===== src/rtl/music_sequencer.sv =====
// rtl/music_sequencer.sv - song sequencer stepping {note, dur} entries from an external song ROM
module music_sequencer #(
  parameter int NOTE_W   = 20,
  parameter int DUR_W    = 4,
  parameter int SONG_W   = 3,
  parameter int LEN_W    = 6,
  parameter int TICK_DIV = 2500000,
  parameter int CNT_W    = 22
) (
  input  logic                      clk,
  input  logic                      rst,
  input  logic [SONG_W-1:0]         song_sel,
  input  logic                      play,
  input  logic                      stop,
  input  logic                      pause_toggle,
  input  logic                      loop_en,
  output logic [SONG_W+LEN_W-1:0]   rom_addr,
  input  logic [NOTE_W+DUR_W-1:0]   rom_data,
  output logic [NOTE_W-1:0]         note_div,
  output logic                      playing,
  output logic                      paused,
  output logic                      song_done,
  output logic [LEN_W-1:0]          note_idx
);

  localparam logic [2:0] S_IDLE   = 3'd0;
  localparam logic [2:0] S_FETCH  = 3'd1;
  localparam logic [2:0] S_LOAD   = 3'd2;
  localparam logic [2:0] S_PLAY   = 3'd3;
  localparam logic [2:0] S_PAUSED = 3'd4;

  localparam logic [LEN_W-1:0] LAST_IDX = '1;
  localparam logic [CNT_W-1:0] TICK_MAX = CNT_W'(TICK_DIV - 1);

  logic [2:0]              state, state_n;
  logic [SONG_W-1:0]       cur_song, cur_song_n;
  logic [LEN_W-1:0]        note_idx_n;
  logic [SONG_W+LEN_W-1:0] rom_addr_n;
  logic [NOTE_W-1:0]       note_div_n;
  logic [NOTE_W-1:0]       note_hold, note_hold_n;
  logic [DUR_W-1:0]        dur_cnt, dur_cnt_n;
  logic [CNT_W-1:0]        tick_cnt, tick_cnt_n;
  logic                    song_done_n;
  logic                    end_song;

  logic [NOTE_W-1:0] rom_note;
  logic [DUR_W-1:0]  rom_dur;
  assign rom_note = rom_data[NOTE_W+DUR_W-1:DUR_W];
  assign rom_dur  = rom_data[DUR_W-1:0];

  always_comb begin
    state_n     = state;
    cur_song_n  = cur_song;
    note_idx_n  = note_idx;
    rom_addr_n  = rom_addr;
    note_div_n  = note_div;
    note_hold_n = note_hold;
    dur_cnt_n   = dur_cnt;
    tick_cnt_n  = tick_cnt;
    song_done_n = 1'b0;
    end_song    = 1'b0;

    if (stop) begin
      state_n    = S_IDLE;
      note_div_n = '0;
    end else if (play || (state != S_IDLE && song_sel != cur_song)) begin
      // rom_addr moves on entry to FETCH so ROM data is ready by LOAD
      state_n    = S_FETCH;
      cur_song_n = song_sel;
      note_idx_n = '0;
      rom_addr_n = {song_sel, {LEN_W{1'b0}}};
    end else if (pause_toggle && state == S_PLAY) begin
      state_n    = S_PAUSED;
      note_div_n = '0;
    end else if (pause_toggle && state == S_PAUSED) begin
      state_n    = S_PLAY;
      note_div_n = note_hold;
    end else begin
      case (state)
        S_FETCH: begin
          rom_addr_n = {cur_song, note_idx};
          state_n    = S_LOAD;
        end
        S_LOAD: begin
          if (rom_dur == '0) begin
            end_song = 1'b1;
          end else begin
            note_div_n  = rom_note;
            note_hold_n = rom_note;
            dur_cnt_n   = rom_dur;
            tick_cnt_n  = '0;
            state_n     = S_PLAY;
          end
        end
        S_PLAY: begin
          if (tick_cnt == TICK_MAX) begin
            tick_cnt_n = '0;
            dur_cnt_n  = dur_cnt - DUR_W'(1);
            if (dur_cnt == DUR_W'(1)) begin
              // the last slot of a song has no room for a marker, so it ends here
              if (note_idx == LAST_IDX) begin
                end_song = 1'b1;
              end else begin
                note_idx_n = note_idx + LEN_W'(1);
                rom_addr_n = {cur_song, note_idx + LEN_W'(1)};
                state_n    = S_FETCH;
              end
            end
          end else begin
            tick_cnt_n = tick_cnt + CNT_W'(1);
          end
        end
        default: ;
      endcase

      if (end_song) begin
        if (loop_en) begin
          note_idx_n = '0;
          rom_addr_n = {cur_song, {LEN_W{1'b0}}};
          state_n    = S_FETCH;
        end else begin
          song_done_n = 1'b1;
          note_div_n  = '0;
          state_n     = S_IDLE;
        end
      end
    end
  end

  always_ff @(posedge clk or posedge rst) begin
    if (rst) begin
      state     <= S_IDLE;
      cur_song  <= '0;
      note_idx  <= '0;
      rom_addr  <= '0;
      note_div  <= '0;
      note_hold <= '0;
      dur_cnt   <= '0;
      tick_cnt  <= '0;
      playing   <= 1'b0;
      paused    <= 1'b0;
      song_done <= 1'b0;
    end else begin
      state     <= state_n;
      cur_song  <= cur_song_n;
      note_idx  <= note_idx_n;
      rom_addr  <= rom_addr_n;
      note_div  <= note_div_n;
      note_hold <= note_hold_n;
      dur_cnt   <= dur_cnt_n;
      tick_cnt  <= tick_cnt_n;
      playing   <= (state_n == S_FETCH) || (state_n == S_LOAD) || (state_n == S_PLAY);
      paused    <= (state_n == S_PAUSED);
      song_done <= song_done_n;
    end
  end

endmodule


===== config.mk =====
export PLATFORM = sky130hd
export DESIGN_NAME = music_sequencer
export DESIGN_NICKNAME = d
export VERILOG_FILES = /design/src/rtl/music_sequencer.sv
export SDC_FILE = /design/constraint.sdc
export NUM_CORES = 1
export LEC_CHECK = 0
export ABC_AREA = 1
export CAP_MARGIN = 40
export CORE_UTILIZATION = 50
export DETAILED_ROUTE_END_ITERATION = 8
export PLACE_DENSITY = 0.77
export SYNTH_ARGS = -nofsm -noshare
export SYNTH_HDL_FRONTEND = slang
export SYNTH_SLANG_ARGS = --single-unit
export TNS_END_PERCENT = 30

===== constraint.sdc =====
create_clock -name clk -period 2.6 [get_ports clk]
set_input_delay 0.39 -clock clk [delete_from_list [all_inputs] [get_ports clk]]
set_output_delay 0.39 -clock clk [all_outputs]
set_load 0.02 [all_outputs]

# Yosys cells after proc, flatten, opt, wreduce, memory -nomap -nowiden
# Index checks and enable logic that the tools add are counted.
# totals
input_bits	33
word_cells	108
output_inout_bits	38
register_bits	90
# classes
n_reduce_logical	14
eq_ne	17
mux	58
bitwise	5
addsub	3
# ops
operator	n
two-way mux 20 bit	8
two-way mux 9 bit	8
two-way mux 6 bit	9
two-way mux 22 bit	2
case mux 22 bit (2 select lines)	1
two-way mux 3 bit	9
adder 22 x 1 -> 22 bit (second input constant)	1
== test 22 bit (second input constant)	1
case mux 9 bit (2 select lines)	1
two-way mux 1 bit	15
== test 3 x 2 -> 1 bit (second input constant)	4
AND reduction 6 bit	2
case mux 3 bit (3 select lines)	1
two-way mux 4 bit	2
!= test 2 bit (second input constant)	4
case mux 4 bit (2 select lines)	1
AND reduction 7 bit	1
adder 6 x 1 -> 6 bit (second input constant)	1
== test 3 x 1 -> 1 bit (second input constant)	2
== test 3 bit (second input constant)	2
== test 6 bit (second input constant)	1
inverter 1 bit	5
== test 4 x 1 -> 1 bit (second input constant)	1
zero test 4 bit	1
other kinds (10)	14

# Logic depth before layout (Yosys ltp)
# logic_depth
word_depth	17
ltp_mapped	14
ltp_nobuf	14

# Worst setup path after synthesis
# Ideal clock, no wire load.
# synth_timing
kind	reg-to-reg
start	register note_idx[0]
end	register rom_addr[3]
setup_ps	65
t_arrival_ps	1710
required_ps	2535
path_slack_ps	825
n_path_buf	0
period_less_slack_ps	1775
stages_incl_launch_ff	12
path_cell_list	dfrtp_1 ha_1 nand3_1 nor2_1 o21ai_0 nand3_1 nand2_1 nand2_1 nand2_1 o21ai_2 nand2_1 nand2_1
# synth_via
elab_chain_len	13
word_cells_on_any_way	19
cone_classes	add/sub: 1; eq/ne: 1; mux: 17
# synth_rtl
item	line_no	source
from (decl)	23	output logic [LEN_W-1:0] note_idx
from (signal assigned)	146	note_idx <= note_idx_n;
== test 6 bit	101	if (note_idx == LAST_IDX) begin
two-way mux 1 bit	101	
two-way mux 1 bit	99	if (dur_cnt == DUR_W'(1)) begin
two-way mux 1 bit	96	if (tick_cnt == TICK_MAX) begin
case mux 1 bit (2 select lines)	79	case (state)
two-way mux 1 bit	75	end else if (pause_toggle && state == S_PAUSED) begin
two-way mux 1 bit	72	end else if (pause_toggle && state == S_PLAY) begin
two-way mux 1 bit	66	end else if (play || (state != S_IDLE && song_sel != cur_song)) begin
two-way mux 1 bit	63	if (stop) begin
two-way mux 9 bit (*)	116	if (end_song) begin
two-way mux 9 bit (*)	75	
two-way mux 9 bit (*)	72	
two-way mux 9 bit (*)	66	
to (signal assigned)	147	rom_addr <= rom_addr_n;
to (decl)	17	output logic [SONG_W+LEN_W-1:0] rom_addr,
# Every way passes the cells marked *; elsewhere a longest branch is shown, timed or not. The select of a mux whose other input is x is not followed.
# A chain may end at the register's enable or synchronous reset.

# Final worst setup path
# layout_timing
start	register tick_cnt[1]
end	register rom_addr[5]
# layout_via
elab_chain_len	11
word_cells_on_any_way	14
cone_classes	eq/ne: 1; mux: 13
# layout_rtl
item	line_no	source
from (decl)	42	logic [CNT_W-1:0] tick_cnt, tick_cnt_n;
from (signal assigned)	151	tick_cnt <= tick_cnt_n;
== test 22 bit (*)	96	
two-way mux 1 bit	96	
case mux 1 bit (2 select lines)	79	
two-way mux 1 bit	75	
two-way mux 1 bit	72	
two-way mux 1 bit	66	
two-way mux 1 bit	63	
two-way mux 9 bit (*)	116	
two-way mux 9 bit (*)	75	
two-way mux 9 bit (*)	72	
two-way mux 9 bit (*)	66	
# Marks and branches as above.

==> reports/summary.txt <==
Outcome = finished clean
Most numerous cell in the Yosys netlist = nand2_1
Final-report setup violation count = 0
Core ar. = 0.00986 sq mm
Die ar. = 0.0107 sq mm
Worst vdd ir = 0.296 mV
Final core utilization = 63.0%
Final period util = 86.0%
CTS tree = done
Post-synth EDFFs = 0
Leak = 3.06 nW
Max-cap viol count = 0
Biggest area consumer among synthesized cells = dfrtp_1
Routability cong. = 0.913
Reg2reg path depth = 13
Initial DRC Count = 287
CTS Sinks = 90
Crit Path Class = reg -> reg
WL final = 12500 microns
Synthesis-to-layout area growth = 20.8%
Final hold vios = 0
Total track usage = 25.4%
Final setup TNS = 0 ns
Residual DRC = 0
Via total after detailed routing = 4848
Prevailing post-synth register cell = dfrtp_1
Cells along the critical path = ha_1 -> nand2_1 -> nor2_1 -> inv_1 -> nor2_1 -> nand2_1 -> nor2_1 -> nand2_1 -> nor2_2 -> inv_1 -> o21ai_0 -> nand3_1 -> nand2_1
Top cells by area, synth = dfrtp_1 44%, nand2_1 19%, o21ai_0 6.1%
Root Buffer Master = clkbuf_8
Post-Place Cells = 924
Mapped Cells = 732
Vias in the first global route = 4612
Initial Utilization = 52.2%
Final worst setup slack = 0.364 ns
Place WS = 0.0707 ns
Mux cell area share after synthesis = 0%
ANT cells = 0
Clock Skew = 0.00817 ns
Latest clock arrival within the worst-skew pair = 0.37 ns
H-tree depth = 3
Cell Area, Synth = 0.00515 sq mm
Post-Synth Simple-Gate Area = 34.3%
Nets = 839
Die Wd = 103 microns
Num CTS Buffers = 9
Yosys reg bits = 90
DR WL/cell = 13.3 microns
Cts hold-fix bufs = 0
Synth Area in Adders = 0.972%
Worst Path Required = 2.91 ns
IO buf count = 70
Fmax = 0.447 GHz
Pins Over Slew Limit = 0
Avg Inst Size Synth = 7.03 sq um
FP Rows = 36
Pwr/cell area = 551 mW/mm^2
Congestion Overflow GR = 0
Initial antenna violation count = 0
Top cells by count, synth = 263 x nand2_1, 90 x dfrtp_1, 80 x inv_1, 63 x o21ai_0, 59 x nand3_1
Non-filler cells, final = 940
Slew @ Worst Pin = 0.413 ns
Largest net degree at the start of global routing = 42
Post-Syn Nets = 769
CP peak stage delay = 0.39 ns
Reg clk slew, reported paths = 0.09 ns
Clock buffer depth = 2
Slew HR = 72.4%
Crit path DAT = 2.55 ns
First-pass GRT wire length = 21100 microns
Share of cells above drive strength 1 = 6.32%
Synth top area share = 43.8%
Post-synthesis compound-gate area fraction = 9.60%
First-pass DRT Iterations = 5
RSZ-0062 raised after global routing = no
Async SR Flop Fraction = 100%
Seq/Total Area, Yosys = 43.8%
Avg Vias per Cell = 5.16
Synth cell types = 36
Slowest cell on crit path = dfrtp_1
Xor/xnor share of the synthesized area = 2.72%
Worst path most repeated cell = nand2_1
Max FO, Critical Path = 6
Die height = 103 microns
Postcts setup bufs = 0
Type of element capturing the critical path = register
Critical path startpoint category = register
Tmin final = 2.24 ns
I/O pin count = 71
Final ANT Viol Nets = 0
Detail Placement HPWL = 8950 microns
Main combinational cell family by area after synthesis = simple AND/OR/NAND/NOR gates
Hold crit path type = in -> async
Yosys warnings = 0
Post-CTS sizing = 0
## layout make-up
cell class | count | area [sq um]
Clock buffer | 11 | 141
Clock inverter | 5 | 61.3
Fill cell | 877 | 3650
Inverter | 84 | 319
Multi-Input combinational cell | 532 | 2450
Sequential cell | 90 | 2250
Tap cell | 133 | 166
Timing Repair Buffer | 85 | 826
## cells in the final DEF, fill, tap and decap left out, types with 5 or more instances in the layout
cell type        synthesis  final
o21ai_0                 63     63
clkdlybuf4s50_1          0     70
xnor2_1                  5      5
xor2_1                  11     11
nor3b_1                  5      5
clkbuf_8                 0     10
nand3_1                 59     59
nor2_1                  57     57
inv_1                   80     79
a21oi_1                 21     21
nand2_1                263    263
buf_4                    3     14
nor3_1                  14     14
dfrtp_1                 90     90
## flip-flops by register name, summed over array words and instances (netlist names), 3 cells and up
| register | count |
|---|---|
| cur_song | 3 |
| dur_cnt | 4 |
| note_div | 20 |
| note_hold | 20 |
| note_idx | 6 |
| rom_addr | 9 |
| state | 3 |
| tick_cnt | 22 |
## stage by stage
stage / hold slack (ns) / power [W] / cell area (sq um)
after CTS: 0.365 / 0.00344 / 6220
after global routing: 0.407 / 0.00363 / 6220
after floorplan: 0.448 / 0.00220 / 5150
after global placement: 0.463 / 0.00241 / 6010
after detailed placement: 0.472 / 0.00245 / 6010
final: 0.359 / 0.00343 / 6220
## path summary, 6_finish.rpt
check	start	to	slack (ns)
worst min register to register	note_hold[3]	note_hold[3]	0.49
max in group asynchronous	rst	rom_addr[1]	1.66
worst max-delay path	tick_cnt[1]	rom_addr[5]	0.36
worst min-delay path	rst	note_div[1]	0.36
min in group clk	note_hold[3]	note_hold[3]	0.49
worst max register to register	tick_cnt[1]	rom_addr[5]	0.36
## logic make-up (layout without fill, tap and decap cells)
| kind of cell | after synthesis | count (layout) |
|---|---|---|
| adders and majority gates | 4 | 4 |
| AOI/OAI and AO/OA | 94 | 94 |
| and+or+nand+nor | 418 | 418 |
| buffers and inverters | 110 | 185 |
| DFF | 90 | 90 |
| xor gates and xnor gates | 16 | 16 |
## per-layer routing
layer	track usage (%)	wire length [microns]
met1	33.5	5700
met2	41.9	5920
met3	3.63	654
met4	10.4	257
met5	0	0
## report_power, final
part           internal (W)  switching, W  total, W  leakage (nW)
registers           0.00159      0.000147   0.00174          1.20
clock network      0.000479      0.000528   0.00101         0.104
logic              0.000281      0.000404  0.000684          1.75
## critical path, delay by kind of cell (launching register included)
family	cells	cell delay, ns
AOI/OAI and AO/OA	1	0.21
adders and majority gates	1	0.20
buffers and inverters	2	0.21
DFF	1	0.39
and+or+nand+nor	9	1.17
(Power assumes the default switching activity.)
==> RTL edit 1, RTL diff (same flow settings) <==
Register the output `note_div` once more, with the module's reset; this adds one clock of latency there. The other outputs are not delayed to match.
--- a/src/rtl/music_sequencer.sv
+++ b/src/rtl/music_sequencer.sv
@@ -32,6 +32,8 @@
   localparam logic [LEN_W-1:0] LAST_IDX = '1;
   localparam logic [CNT_W-1:0] TICK_MAX = CNT_W'(TICK_DIV - 1);
 
+  logic [NOTE_W-1:0] note_div_s0;
+
   logic [2:0]              state, state_n;
   logic [SONG_W-1:0]       cur_song, cur_song_n;
   logic [LEN_W-1:0]        note_idx_n;
@@ -53,7 +55,7 @@
     cur_song_n  = cur_song;
     note_idx_n  = note_idx;
     rom_addr_n  = rom_addr;
-    note_div_n  = note_div;
+    note_div_n  = note_div_s0;
     note_hold_n = note_hold;
     dur_cnt_n   = dur_cnt;
     tick_cnt_n  = tick_cnt;
@@ -133,7 +135,7 @@
       cur_song  <= '0;
       note_idx  <= '0;
       rom_addr  <= '0;
-      note_div  <= '0;
+      note_div_s0 <= '0;
       note_hold <= '0;
       dur_cnt   <= '0;
       tick_cnt  <= '0;
@@ -145,7 +147,7 @@
       cur_song  <= cur_song_n;
       note_idx  <= note_idx_n;
       rom_addr  <= rom_addr_n;
-      note_div  <= note_div_n;
+      note_div_s0 <= note_div_n;
       note_hold <= note_hold_n;
       dur_cnt   <= dur_cnt_n;
       tick_cnt  <= tick_cnt_n;
@@ -155,5 +157,13 @@
     end
   end
 
+  always_ff @(posedge clk or posedge rst) begin
+    if (rst) begin
+      note_div <= '0;
+    end else begin
+      note_div <= note_div_s0;
+    end
+  end
+
 endmodule
 
Function: changed (a bounded check fails within 4 cycles, from zero or initial values and one cycle with rst high).
==> RTL edit 1 against the unedited design <==
- largest power group unchanged
- area after synthesis grew 10%
- cell area grew 10%
- routed wire length grew 8.7%
- sequential cell count grew 20
- worst setup slack lost 36 ps
- die area grew 10%
- total power grew 25%
- critical path type unchanged
- via count grew 5.7%
==> RTL edit 1: results (changes against the unedited design) <==
The arrival time of the worst setup path came to 2560 ps (about the same). The iteration-0 DRC count of the detailed router came out at 361 (+26%). The number of combinational gates with multiple inputs is 504 (-5.3%). The xor/xnor cell area share of the yosys netlist came to 2.623% (-0.10 points).

The peak fanout along the critical path is 10 (+4). The worst-case vdd ir drop is 0.5114 mV (+73%). The compound-gate portion of the synthesized area was 14.61% (+5.0 points). The layout buffer count excluding clock buffers came to 79 (-7.1%). The worst register-to-register path begins at state[2]. The number of nets in the synthesized netlist is 758 (-1.4%).

The clock root buffer is clkbuf_16. The met3 wirelength from detailed routing is 826 µm (+26%). The net count of the finished layout was 825 (-1.7%).

The endpoint identified for the worst register-to-register timing path is rom_addr[1]. The setup skew after layout came out at 11.95 ps (+3.780 ps). The total number of sequential cells is 110 (+22%).

The buffering overhead is 11.76% (-1.5 points). The clock network area share was 4.784% (+1.5 points). The placer's final routability congestion estimate came to 0.9122 (about the same). The number of global-route vias before repair came out at 4778 (+3.6%).

The register-to-register setup slack came out at 330 ps (-40 ps). The share of final-layout standard cells stronger than drive strength 1 was 7.440% (+1.1 points). The HPWL after detailed placement is 9490 µm (+6.0%). The depth of the worst register-to-register path is 12 (-1). The met3 track demand over resource in global routing came out at 5.847% (+2.2 points).

The number of vias per cell was 5.492 (+6.5%). The clock network fraction of total power came out at 35.0% (+5.6 points). The fraction of area in registers came out at 40.17% (+3.9 points).

The sequential fraction of the synthesis area is 48.49% (+4.7 points). The global routing usage on met1 came out at 33.08% (-0.46 points). The routed length per instance was 14.61 µm (+9.5%). The remaining max-slew budget at the tightest pin is 52.20% (-20 points). By count the netlist is led by 175 x nand2_1, 110 x dfrtp_1, 72 x inv_1. In this run the worst setup path terminates at rom_addr[1].

The run finished with clean final reports. The clock buffer count came out at 9 (-2). The delay of the slowest cell on the worst path is 500 ps (+110 ps).
-- RTL edit 1: cell types whose count changed in the layout (fill, tap and decap cells not counted), moves of 5 or more --
| cell | delta |
|---|---|
| inv_2 | +7 |
| nand3_1 | -30 |
| clkbuf_8 | -10 |
| o21ai_1 | +45 |
| buf_4 | -8 |
| a31oi_1 | +5 |
| dfrtp_1 | +20 |
| a21oi_1 | +20 |
| inv_1 | -8 |
| nand2_1 | -88 |
| clkbuf_16 | +9 |
| nand4_1 | +12 |
| nor3b_1 | -5 |
-- RTL edit 1: per-stage QoR --
step	hold WS, ps	worst slack [ps]	area [µm²]	total power [µW]	cells
3_3_place_gp	384.9	285.6	6525	2763	917
5_1_grt	428.6	95.07	6853	4481	933
3_5_place_dp	388.1	180.7	6525	2799	917
4_1_cts	394.8	359.4	6853	4301	933
6_report	390.8	328.6	6853	4279	933
2_1_floorplan	374.4	677.8	5680	2547	721
==> RTL edit 2, RTL diff (config.mk and constraints unchanged) <==
Made on the original files. The parameter `LEN_W` goes from 6 to 3.
--- a/src/rtl/music_sequencer.sv
+++ b/src/rtl/music_sequencer.sv
@@ -3,7 +3,7 @@
   parameter int NOTE_W   = 20,
   parameter int DUR_W    = 4,
   parameter int SONG_W   = 3,
-  parameter int LEN_W    = 6,
+  parameter int LEN_W    = 3,
   parameter int TICK_DIV = 2500000,
   parameter int CNT_W    = 22
 ) (
Ports: changed (resized note_idx and rom_addr); port bits go from 71 to 65. The function was not compared with the original's and may differ.
==> RTL edit 2 against the unedited design <==
- sequential cell count shrank 6
- routed wire length is 0.88% lower
- area after synthesis down 5.1%
- worst hold slack improved by 14 ps
- total power shrank 4.8%
- first-iteration DRC count shrank 14%
- via count shrank 3.7%
- cell area decreased by 5.7%
- clock power decreased by 5%
- worst setup slack better by 190 ps
==> RTL edit 2: results (changes against the unedited design) <==
The number of global-route vias before repair was 4434 (-3.9%). The number of combinational gates with multiple inputs came to 499 (-6.2%). The largest net degree at the start of global routing is 59 (+40%). The buffering overhead is 12.29% (-1.0 points). The compound-gate portion of the synthesized area is 10.29% (+0.69 points).

The iteration-0 DRC count of the detailed router came out at 247 (-14%). The worst-case vdd ir drop was 0.3452 mV (+17%). The clock buffer count is 9 (-2). The met3 wirelength from detailed routing came out at 671 µm (+2.6%). The effective utilization at floorplan came out at 52.14% (about the same). The met3 track demand over resource in global routing is 4.300% (+0.67 points).

The wire length of the first global-routing pass came out at 21090 µm (about the same). The flow ran to the end, and the final reports show no timing, DRC or antenna violations. The placer's final routability congestion estimate came out at 0.9313 (+2.0%). By area the synthesized netlist is led by dfrtp_1 43%, nand2_1 17%, nand3_1 5.7%. The count of inverters not on the clock network in the layout is 77 (-8.3%). The net count of the finished layout is 783 (-6.7%). The sequential fraction of the synthesis area came to 43.02% (-0.73 points). The post-synthesis instance total is 681 (-7.0%). The area added between synthesis and finish is 20.03%. The delay of the slowest cell on the worst path is 410 ps (+20 ps). The setup skew after layout is 10.40 ps (+2.236 ps).

The fraction of met2 tracks used by global routing came to 44.05% (+2.2 points). The xor/xnor cell area share of the yosys netlist is 2.510% (-0.21 points). Ranked by instance count, the synthesized netlist is headed by 225 x nand2_1, 84 x dfrtp_1, 65 x inv_1. The leakage power summed over all cells was 0.002798 µW (-8.5%). The clock network area share is 3.371% (+0.11 points). The pin slew with the least headroom to its limit was 520.9 ps (+107.8 ps). The number of nets in the synthesized netlist came out at 720 (-6.4%).

The peak fanout along the critical path came out at 9 (+3). The met2 wirelength from detailed routing came to 6043 µm (+2.0%). The die outline width came out at 100.9 µm (-2.5%).

The total number of sequential cells came out at 84 (-6.7%). The share of cell area taken by multi-input logic gates is 40.77% (+1.4 points). The arrival time of the worst setup path is 2280 ps (-270 ps).

The number of placed cells counting well taps is 862 (-6.7%).
[RTL edit 2: cell count changes in the layout (fill, tap and decap cells not counted), moves of 5 or more]
cell,change
nand2_1,-38
o21ai_1,+19
o21ai_0,-16
inv_1,-15
nand2_2,+9
nand4_1,+9
nor2_1,-9
a21oi_1,-7
buf_4,-6
clkdlybuf4s50_1,-6
dfrtp_1,-6
inv_2,+6
o31ai_1,+5
[RTL edit 2: final timing paths]
check	startpoint	endpoint	slack, ps	depth (start not counted)
hold / removal	rst	note_div[3]	370	2
max in group asynchronous	rst	tick_cnt[18]	1550	3
min in group clk	rom_addr[2]	rom_addr[2]	480	2
hold reg to reg	rom_addr[2]	rom_addr[2]	480	2
setup / recovery	tick_cnt[0]	tick_cnt[3]	560	12
setup reg to reg	tick_cnt[0]	tick_cnt[3]	560	12
[RTL edit 2: where the power goes]
part / switching [µW] / internal, µW / total [µW]
clock: 505 / 453 / 958
sequential: 162 / 1490 / 1660
combinational: 386 / 263 / 648
